--- config.mk ---
export PLATFORM = sky130hd
export DESIGN_NAME = control_unit
export DESIGN_NICKNAME = d
export VERILOG_FILES = /design/src/rtl/cu_pkg.sv /design/src/rtl/cu_decode.sv /design/src/rtl/control_unit.sv
export SDC_FILE = /design/constraint.sdc
export NUM_CORES = 1
export LEC_CHECK = 0
export ABC_AREA = 1
export ABC_CLOCK_PERIOD_IN_PS = 1800
export BUFFER_PORTS_ARGS = -buffer_cell sky130_fd_sc_hd__buf_2
export CAP_MARGIN = 25
export CORE_AREA = 2 2 62 64
export DETAILED_ROUTE_END_ITERATION = 8
export DIE_AREA = 0 0 64 66
export GPL_TIMING_DRIVEN = 1
export PLACE_DENSITY_LB_ADDON = 0.12
export SYNTH_ARGS = -nofsm -noshare
export SYNTH_HDL_FRONTEND = slang
export SYNTH_SLANG_ARGS = --single-unit
--- constraint.sdc ---
create_clock -name clk -period 1.8 [get_ports clk]
set_clock_uncertainty 0.1 [all_clocks]
set_input_delay 0.09 -clock clk [delete_from_list [all_inputs] [get_ports clk]]
set_output_delay 0.09 -clock clk [all_outputs]
set_load 0.005 [all_outputs]
--- src/rtl/cu_pkg.sv ---
// ============================================================================
// Module      : cu_pkg
// Description : Opcode constants, sequencer states, instruction classes and
//               the control-strobe bundle shared by the control unit.
// Revision    : 1.0 - initial release
// ============================================================================
`default_nettype none

package cu_pkg;

  localparam logic [4:0] OP_LD   = 5'b00000;
  localparam logic [4:0] OP_LDI  = 5'b00001;
  localparam logic [4:0] OP_ST   = 5'b00010;
  localparam logic [4:0] OP_ADD  = 5'b00011;
  localparam logic [4:0] OP_SUB  = 5'b00100;
  localparam logic [4:0] OP_AND  = 5'b00101;
  localparam logic [4:0] OP_OR   = 5'b00110;
  localparam logic [4:0] OP_ROR  = 5'b00111;
  localparam logic [4:0] OP_ROL  = 5'b01000;
  localparam logic [4:0] OP_SHR  = 5'b01001;
  localparam logic [4:0] OP_SHRA = 5'b01010;
  localparam logic [4:0] OP_SHL  = 5'b01011;
  localparam logic [4:0] OP_ADDI = 5'b01100;
  localparam logic [4:0] OP_ANDI = 5'b01101;
  localparam logic [4:0] OP_ORI  = 5'b01110;
  localparam logic [4:0] OP_DIV  = 5'b01111;
  localparam logic [4:0] OP_MUL  = 5'b10000;
  localparam logic [4:0] OP_NEG  = 5'b10001;
  localparam logic [4:0] OP_NOT  = 5'b10010;
  localparam logic [4:0] OP_BR   = 5'b10011;
  localparam logic [4:0] OP_JR   = 5'b10100;
  localparam logic [4:0] OP_JAL  = 5'b10101;
  localparam logic [4:0] OP_IN   = 5'b10110;
  localparam logic [4:0] OP_OUT  = 5'b10111;
  localparam logic [4:0] OP_MFLO = 5'b11000;
  localparam logic [4:0] OP_MFHI = 5'b11001;
  localparam logic [4:0] OP_NOP  = 5'b11010;
  localparam logic [4:0] OP_HALT = 5'b11011;

  // State encoding equals the micro-step index so it can be exported as-is.
  typedef enum logic [3:0] {
    S_FETCH0 = 4'd0,
    S_FETCH1 = 4'd1,
    S_FETCH2 = 4'd2,
    S_FETCH3 = 4'd3,
    S_T4     = 4'd4,
    S_T5     = 4'd5,
    S_T6     = 4'd6,
    S_T7     = 4'd7,
    S_T8     = 4'd8,
    S_T9     = 4'd9,
    S_HALT   = 4'd10
  } state_e;

  typedef enum logic [3:0] {
    CL_ALU, CL_IMM, CL_UNARY, CL_MULDIV, CL_LD, CL_LDI, CL_ST, CL_BR,
    CL_JR, CL_JAL, CL_IN, CL_OUT, CL_MFHI, CL_MFLO, CL_NOP, CL_HALT
  } iclass_e;

  typedef struct packed {
    logic       gra, grb, grc, rin, rout, baout, ryin;
    logic       marin, mdrin, irin, pcin, hiin, loin, zhighin, zlowin, outport_write;
    logic       pcout, mdrout, hiout, loout, zhighout, zlowout, cout, inport_read;
    logic       pc_increment, read, memory_read, memory_write;
    logic [4:0] alu;
  } ctrl_t;

endpackage

`default_nettype wire

--- src/rtl/cu_decode.sv ---
// ============================================================================
// Module      : cu_decode
// Description : Combinational opcode decode into instruction class and the
//               index of the final execute micro-step.
// Revision    : 1.0 - initial release
// ============================================================================
`default_nettype none

module cu_decode
  import cu_pkg::*;
(
  input  logic [4:0] opcode,
  output iclass_e    iclass,
  output logic [3:0] last_step
);

  always_comb begin
    iclass    = CL_NOP;
    last_step = 4'd3;
    case (opcode)
      OP_ADD, OP_SUB, OP_AND, OP_OR, OP_ROR, OP_ROL, OP_SHR, OP_SHRA, OP_SHL: begin
        iclass = CL_ALU;    last_step = 4'd6;
      end
      OP_ADDI, OP_ANDI, OP_ORI: begin
        iclass = CL_IMM;    last_step = 4'd6;
      end
      OP_NEG, OP_NOT: begin
        iclass = CL_UNARY;  last_step = 4'd5;
      end
      OP_MUL, OP_DIV: begin
        iclass = CL_MULDIV; last_step = 4'd7;
      end
      OP_LD:   begin iclass = CL_LD;   last_step = 4'd9; end
      OP_LDI:  begin iclass = CL_LDI;  last_step = 4'd6; end
      OP_ST:   begin iclass = CL_ST;   last_step = 4'd8; end
      OP_BR:   begin iclass = CL_BR;   last_step = 4'd7; end
      OP_JR:   begin iclass = CL_JR;   last_step = 4'd4; end
      OP_JAL:  begin iclass = CL_JAL;  last_step = 4'd5; end
      OP_IN:   begin iclass = CL_IN;   last_step = 4'd4; end
      OP_OUT:  begin iclass = CL_OUT;  last_step = 4'd4; end
      OP_MFHI: begin iclass = CL_MFHI; last_step = 4'd4; end
      OP_MFLO: begin iclass = CL_MFLO; last_step = 4'd4; end
      OP_HALT: begin iclass = CL_HALT; last_step = 4'd3; end
      default: begin iclass = CL_NOP;  last_step = 4'd3; end
    endcase
  end

endmodule

`default_nettype wire

--- src/rtl/control_unit.sv ---
// ============================================================================
// Module      : control_unit
// Description : Hardwired Moore sequencer for the Mini SRC datapath. Optional
//               single-step gating of FETCH0 is enabled by CU_SINGLE_STEP_EN.
// Revision    : 1.0 - initial release
// ============================================================================
`default_nettype none

module control_unit
  import cu_pkg::*;
#(
  parameter logic [4:0] ADD_OP = 5'b00011
) (
  input  logic        clk,
  input  logic        clr,
`ifdef CU_SINGLE_STEP_EN
  input  logic        step_req,
`endif
  input  logic [31:0] ir,
  input  logic        con,
  output logic        Gra, Grb, Grc, Rin, Rout, BAout, RYin,
  output logic        MARin, MDRin, IRin, PCin, HIin, LOin, Zhighin, Zlowin, OutPort_write,
  output logic        PCout, MDRout, HIout, LOout, Zhighout, Zlowout, Cout, InPort_read,
  output logic        pc_increment, read, memoryRead, memoryWrite,
  output logic [4:0]  alu_control,
  output logic        halted,
  output logic [3:0]  step
);

  state_e     state_q, state_d;
  iclass_e    iclass;
  logic [3:0] last_step;
  logic [3:0] state_idx;
  logic [4:0] opcode;
  logic       stall;
  logic       unused_ir;
  ctrl_t      c;

  assign opcode    = ir[31:27];
  assign unused_ir = ^ir[26:0];
  assign state_idx = state_q;

`ifdef CU_SINGLE_STEP_EN
  assign stall = (state_q == S_FETCH0) && !step_req;
`else
  assign stall = 1'b0;
`endif

  cu_decode u_decode (
    .opcode    (opcode),
    .iclass    (iclass),
    .last_step (last_step)
  );

  always_comb begin
    state_d = state_q;
    case (state_q)
      S_FETCH0: if (!stall) state_d = S_FETCH1;
      S_FETCH1: state_d = S_FETCH2;
      S_FETCH2: state_d = S_FETCH3;
      S_FETCH3: begin
        if (iclass == CL_HALT)       state_d = S_HALT;
        else if (last_step == 4'd3)  state_d = S_FETCH0;
        else                         state_d = S_T4;
      end
      S_HALT:   state_d = S_HALT;
      default: begin
        if (state_idx >= last_step || state_q == S_T9) state_d = S_FETCH0;
        else                                           state_d = state_e'(state_idx + 4'd1);
      end
    endcase
  end

  always_ff @(posedge clk) begin
    if (clr) state_q <= S_FETCH0;
    else     state_q <= state_d;
  end

  // Strobe decode of (state, class); con only reaches PCin at branch T7.
  always_comb begin
    c = '0;
    case (state_q)
      S_FETCH0: begin c.pcout = 1'b1; c.marin = 1'b1; c.pc_increment = 1'b1; end
      S_FETCH1: c.memory_read = 1'b1;
      S_FETCH2: begin c.memory_read = 1'b1; c.read = 1'b1; c.mdrin = 1'b1; end
      S_FETCH3: begin c.mdrout = 1'b1; c.irin = 1'b1; end
      S_HALT:   c = '0;
      default: begin
        case (iclass)
          CL_ALU, CL_IMM: begin
            if (state_q == S_T4) begin c.grb = 1'b1; c.rout = 1'b1; c.ryin = 1'b1; end
            if (state_q == S_T5) begin
              c.zlowin = 1'b1; c.alu = opcode;
              if (iclass == CL_ALU) begin c.grc = 1'b1; c.rout = 1'b1; end
              else                  c.cout = 1'b1;
            end
            if (state_q == S_T6) begin c.zlowout = 1'b1; c.gra = 1'b1; c.rin = 1'b1; end
          end
          CL_UNARY: begin
            if (state_q == S_T4) begin c.grb = 1'b1; c.rout = 1'b1; c.zlowin = 1'b1; c.alu = opcode; end
            if (state_q == S_T5) begin c.zlowout = 1'b1; c.gra = 1'b1; c.rin = 1'b1; end
          end
          CL_MULDIV: begin
            if (state_q == S_T4) begin c.gra = 1'b1; c.rout = 1'b1; c.ryin = 1'b1; end
            if (state_q == S_T5) begin
              c.grb = 1'b1; c.rout = 1'b1; c.zlowin = 1'b1; c.zhighin = 1'b1; c.alu = opcode;
            end
            if (state_q == S_T6) begin c.zlowout = 1'b1; c.loin = 1'b1; end
            if (state_q == S_T7) begin c.zhighout = 1'b1; c.hiin = 1'b1; end
          end
          CL_LD, CL_LDI, CL_ST: begin
            if (state_q == S_T4) begin c.grb = 1'b1; c.baout = 1'b1; c.rout = 1'b1; c.ryin = 1'b1; end
            if (state_q == S_T5) begin c.cout = 1'b1; c.zlowin = 1'b1; c.alu = ADD_OP; end
            if (state_q == S_T6) begin
              c.zlowout = 1'b1;
              if (iclass == CL_LDI) begin c.gra = 1'b1; c.rin = 1'b1; end
              else                  c.marin = 1'b1;
            end
            if (iclass == CL_LD) begin
              if (state_q == S_T7) c.memory_read = 1'b1;
              if (state_q == S_T8) begin c.memory_read = 1'b1; c.read = 1'b1; c.mdrin = 1'b1; end
              if (state_q == S_T9) begin c.mdrout = 1'b1; c.gra = 1'b1; c.rin = 1'b1; end
            end
            if (iclass == CL_ST) begin
              if (state_q == S_T7) begin c.gra = 1'b1; c.rout = 1'b1; c.mdrin = 1'b1; end
              if (state_q == S_T8) c.memory_write = 1'b1;
            end
          end
          CL_BR: begin
            if (state_q == S_T4) begin c.gra = 1'b1; c.rout = 1'b1; end
            if (state_q == S_T5) begin c.pcout = 1'b1; c.ryin = 1'b1; end
            if (state_q == S_T6) begin c.cout = 1'b1; c.zlowin = 1'b1; c.alu = ADD_OP; end
            if (state_q == S_T7) begin c.zlowout = 1'b1; c.pcin = con; end
          end
          CL_JR:   if (state_q == S_T4) begin c.gra = 1'b1; c.rout = 1'b1; c.pcin = 1'b1; end
          CL_JAL: begin
            if (state_q == S_T4) begin c.pcout = 1'b1; c.grb = 1'b1; c.rin = 1'b1; end
            if (state_q == S_T5) begin c.gra = 1'b1; c.rout = 1'b1; c.pcin = 1'b1; end
          end
          CL_IN:   if (state_q == S_T4) begin c.inport_read = 1'b1; c.gra = 1'b1; c.rin = 1'b1; end
          CL_OUT:  if (state_q == S_T4) begin c.gra = 1'b1; c.rout = 1'b1; c.outport_write = 1'b1; end
          CL_MFHI: if (state_q == S_T4) begin c.hiout = 1'b1; c.gra = 1'b1; c.rin = 1'b1; end
          CL_MFLO: if (state_q == S_T4) begin c.loout = 1'b1; c.gra = 1'b1; c.rin = 1'b1; end
          default: c = '0;
        endcase
      end
    endcase
    if (clr || stall) c = '0;
  end

  assign Gra = c.gra;   assign Grb = c.grb;   assign Grc = c.grc;
  assign Rin = c.rin;   assign Rout = c.rout; assign BAout = c.baout; assign RYin = c.ryin;
  assign MARin = c.marin; assign MDRin = c.mdrin; assign IRin = c.irin; assign PCin = c.pcin;
  assign HIin = c.hiin; assign LOin = c.loin; assign Zhighin = c.zhighin; assign Zlowin = c.zlowin;
  assign OutPort_write = c.outport_write;
  assign PCout = c.pcout; assign MDRout = c.mdrout; assign HIout = c.hiout; assign LOout = c.loout;
  assign Zhighout = c.zhighout; assign Zlowout = c.zlowout; assign Cout = c.cout;
  assign InPort_read = c.inport_read;
  assign pc_increment = c.pc_increment; assign read = c.read;
  assign memoryRead = c.memory_read; assign memoryWrite = c.memory_write;
  assign alu_control = c.alu;

  assign halted = !clr && (state_q == S_HALT);
  assign step   = (clr || state_q == S_HALT) ? 4'd0 : state_idx;

endmodule

`default_nettype wire

==> reports/metrics.yaml <==
run_status:
  status: "finished with violations"
  violations: "setup timing"
critical_path:
  worstPathCellList: "inv_4 > ha_4 > inv_2 > nor2_2 > inv_2 > nand4_4 > nor2_4 > buf_6 > nand2_4 > nor3b_2 > buf_2"
  end_kind: "output port"
  cpLargestDelayFamily: "simple AND/OR/NAND/NOR gates"
  crit_required_ns: 1.61
  worstPathArrival_ns: 1.87
  worst_path_max_delay_cell: "dfxtp_4"
  crit_path_start_kind: "flop"
  slowest_delay_ns: 0.38
  r2r_setup_slack_ns: -0.08
  path_common_cell: "inv_2"
  crit_fanout: 4
  critPathKind: "reg2out"
  crit_buf_inv: 5
route:
  avgRoutedWirePerCell_um: 15.9
  ant_nets: 0
  drc: 0
  via_per_inst: 5.48
  wl_um: 7210
  dr.pass1.iters: 6
  drt_iter0_drc: 173
  vias: 2483
power_and_ir_drop:
  vdd.ir_drop.worst_mv: 0.453
  leakage_nw: 1.60
  seqPwrFrac_pct: 8.2
  internal_power_w: 0.00114
  switchingPower_w: 0.00114
  sw_frac_of_total_pct: 50.0
  combPwrFrac_pct: 86.4
  powerDensity_nw_per_um2: 753
  p_clk_share_pct: 5.4
global_routing:
  grt_use_total_pct: 29.8
  grt_pass1_wl_um: 10100
  grt_pass1_vias: 2193
  grt_max_degree: 18
  antenna_found_initial: 0
  grt_overflow: 0
logic_synthesis:
  ys_types: 37
  synth_top_cell_by_area: "nand2_1"
  yosysTopAreaCellShare_pct: 18.9
  synth-seq-area-share_pct: 5.37
  syn_nets: 319
  syn_inst: 271
  yosys_warnings: 0
  synth.area.top_cells: "nand2_1 19%, ha_1 11%, nor2_1 9.3%, nand3_1 9.1%, inv_1 8.6%"
  synth-seq-cells: 4
  avgSynthCellArea_um2: 5.50
  netlist_area_um2: 1490
cells_and_area:
  largest_reg_flops: 4
  stdcell_area_um2: 3030
  drive_above_1_share_pct: 63.2
  area_delta_synth_final_pct: 103
  final_nets: 455
  antennaDiodeCount: 0
  multiInputGateArea_um2: 1650
  n_fill_cell: 217
  final_cell_mix: "75 x buf_4, 53 x nand2_1, 42 x buf_2, 23 x nor2_1"
  regArea_um2: 90.1
  mostFrequentLayoutCell: "buf_4"
  stdcell_count: 453
place:
  dp.cells: 425
  port_buffers: 45
  postPlaceCellArea_um2: 2230
  gp_congestion: 0.886
  dp_hpwl_um: 4310
cts:
  cts_tree: "yes"
  clock_latency_ns: 0.25
  cts_buffer_depth: 2
  clkTransAtPathRegs_ns: 0.04
  cts_made_buffers: 3
  postCtsHoldBufs: 0
  clock-sinks: 4
  root_buffer: "clkbuf_4"
  htree_levels: 1
timing:
  relSlewSlack_pct: 71.4
  timing.final.ws_setup_ns: -0.262
  fin_crit_sh_pct: 115
  hold_violations: 0
  clock.fmax_mhz: 485
  setup_viol: 32
  worstMarginPinSlew_ns: 0.429
  rsz0062_at_grt: "true"
  period_needed_ns: 2.06
  drv_slew: 0
floorplanning:
  core_area_um2: 3550
  initial_core_util_pct: 42.0
  num_rows: 22
  io_pins: 73
  fp.dieW_um: 64
  design.die.area_um2: 4220
  die_y_um: 66
run:
  maxCapViolCount: 0
hold_path:
  hp-class: "in2reg"
==> per-layer routing <==
metal	vias to the layer above	GRT usage (%)	share of wire (%)
met4	0	8.42	4.6
li1	1138	-	-
met3	44	3.07	6.8
met1	1150	35.8	39
met2	151	55.5	50
met5	-	0	0
==> logic make-up (layout without fill, tap and decap cells) <==
group	Yosys count	count (layout)	share of synthesized area, %
AO/OA/AOI/OAI	36	36	14.4
XOR/XNOR	1	1	0.588
adder cells (fa/ha/maj)	13	13	10.9
buffers and inverters	48	182	14.2
flip-flops	4	4	5.37
AND/OR/NAND/NOR	169	169	54.5
==> stage by stage <==
step	power, W	setup slack [ns]	util (%)	hold WS, ns	setup TNS (ns)
2_1_floorplan	0.000834	0.0389	-	0.222	0
3_3_place_gp	0.00140	-0.196	62.8	0.426	-2.50
3_5_place_dp	0.00141	-0.263	62.8	0.450	-3.08
4_1_cts	0.00192	-0.201	75.7	0.206	-3.23
5_1_grt	0.00241	-0.312	85.4	0.251	-7.33
6_report	0.00228	-0.262	85.4	0.238	-5.41
==> synthesized netlist by cell type <==
library cell  count
inv_2             7
buf_4             1
a31oi_1           1
nor2_8            1
o21a_1            2
nand3_1          27
buf_1             1
nand3_2           1
nor2_1           37
nand4_4           1
nor2_2            6
nand2_4           2
clkbuf_1          1
nand2_1          75
nor3_1            4
nand4_1           2
or2_1             1
a21boi_0          1
inv_6             1
o22ai_1           1
nor4_1            2
nor2_4            5
o211ai_1          1
or2_2             1
xnor2_1           1
nand2_2           3
dfxtp_1           4
inv_1            34
buf_6             3
o21ai_2           4
o21ai_1           2
ha_1             13
a21oi_1          15
o21ai_0           7
nor3b_2           1
a31o_1            1
a21oi_2           1
==> path summary, 6_finish.rpt <==
kind | from | to | depth (start not counted)
setup reg to reg | state_idx[0] | state_idx[3] | 14
hold / removal | clr | state_idx[0] | 2
setup / recovery | state_idx[0] | alu_control[4] | 11
hold reg to reg | state_idx[3] | state_idx[0] | 3
==> cell type report <==
class / instances / share of cell area, %
Clock buffer: 3 / 0.743
Inverter: 42 / 6.77
Multi-Input combinational cell: 219 / 54.3
Sequential cell: 4 / 2.97
Tap cell: 48 / 1.98
Timing Repair Buffer: 137 / 33.2
==> power by group through the flow <==
stage               Sequential (W)  Clock [W]  Combinational, W
floorplan                 0.000145          0          0.000689
global placement          0.000140          0           0.00126
global route              0.000191   0.000125           0.00209
detailed placement        0.000141          0           0.00127
CTS                       0.000181   0.000117           0.00162
finish                    0.000187   0.000123           0.00197
==> repair_timing <==
| action | CTS | global route |
|---|---|---|
| pin swaps | 26 | 31 |
| gates resized for setup | 92 | 71 |
| setup endpoints to repair | 38 | 34 |
| buffers inserted | 14 | 12 |
(Power assumes the default switching activity.)
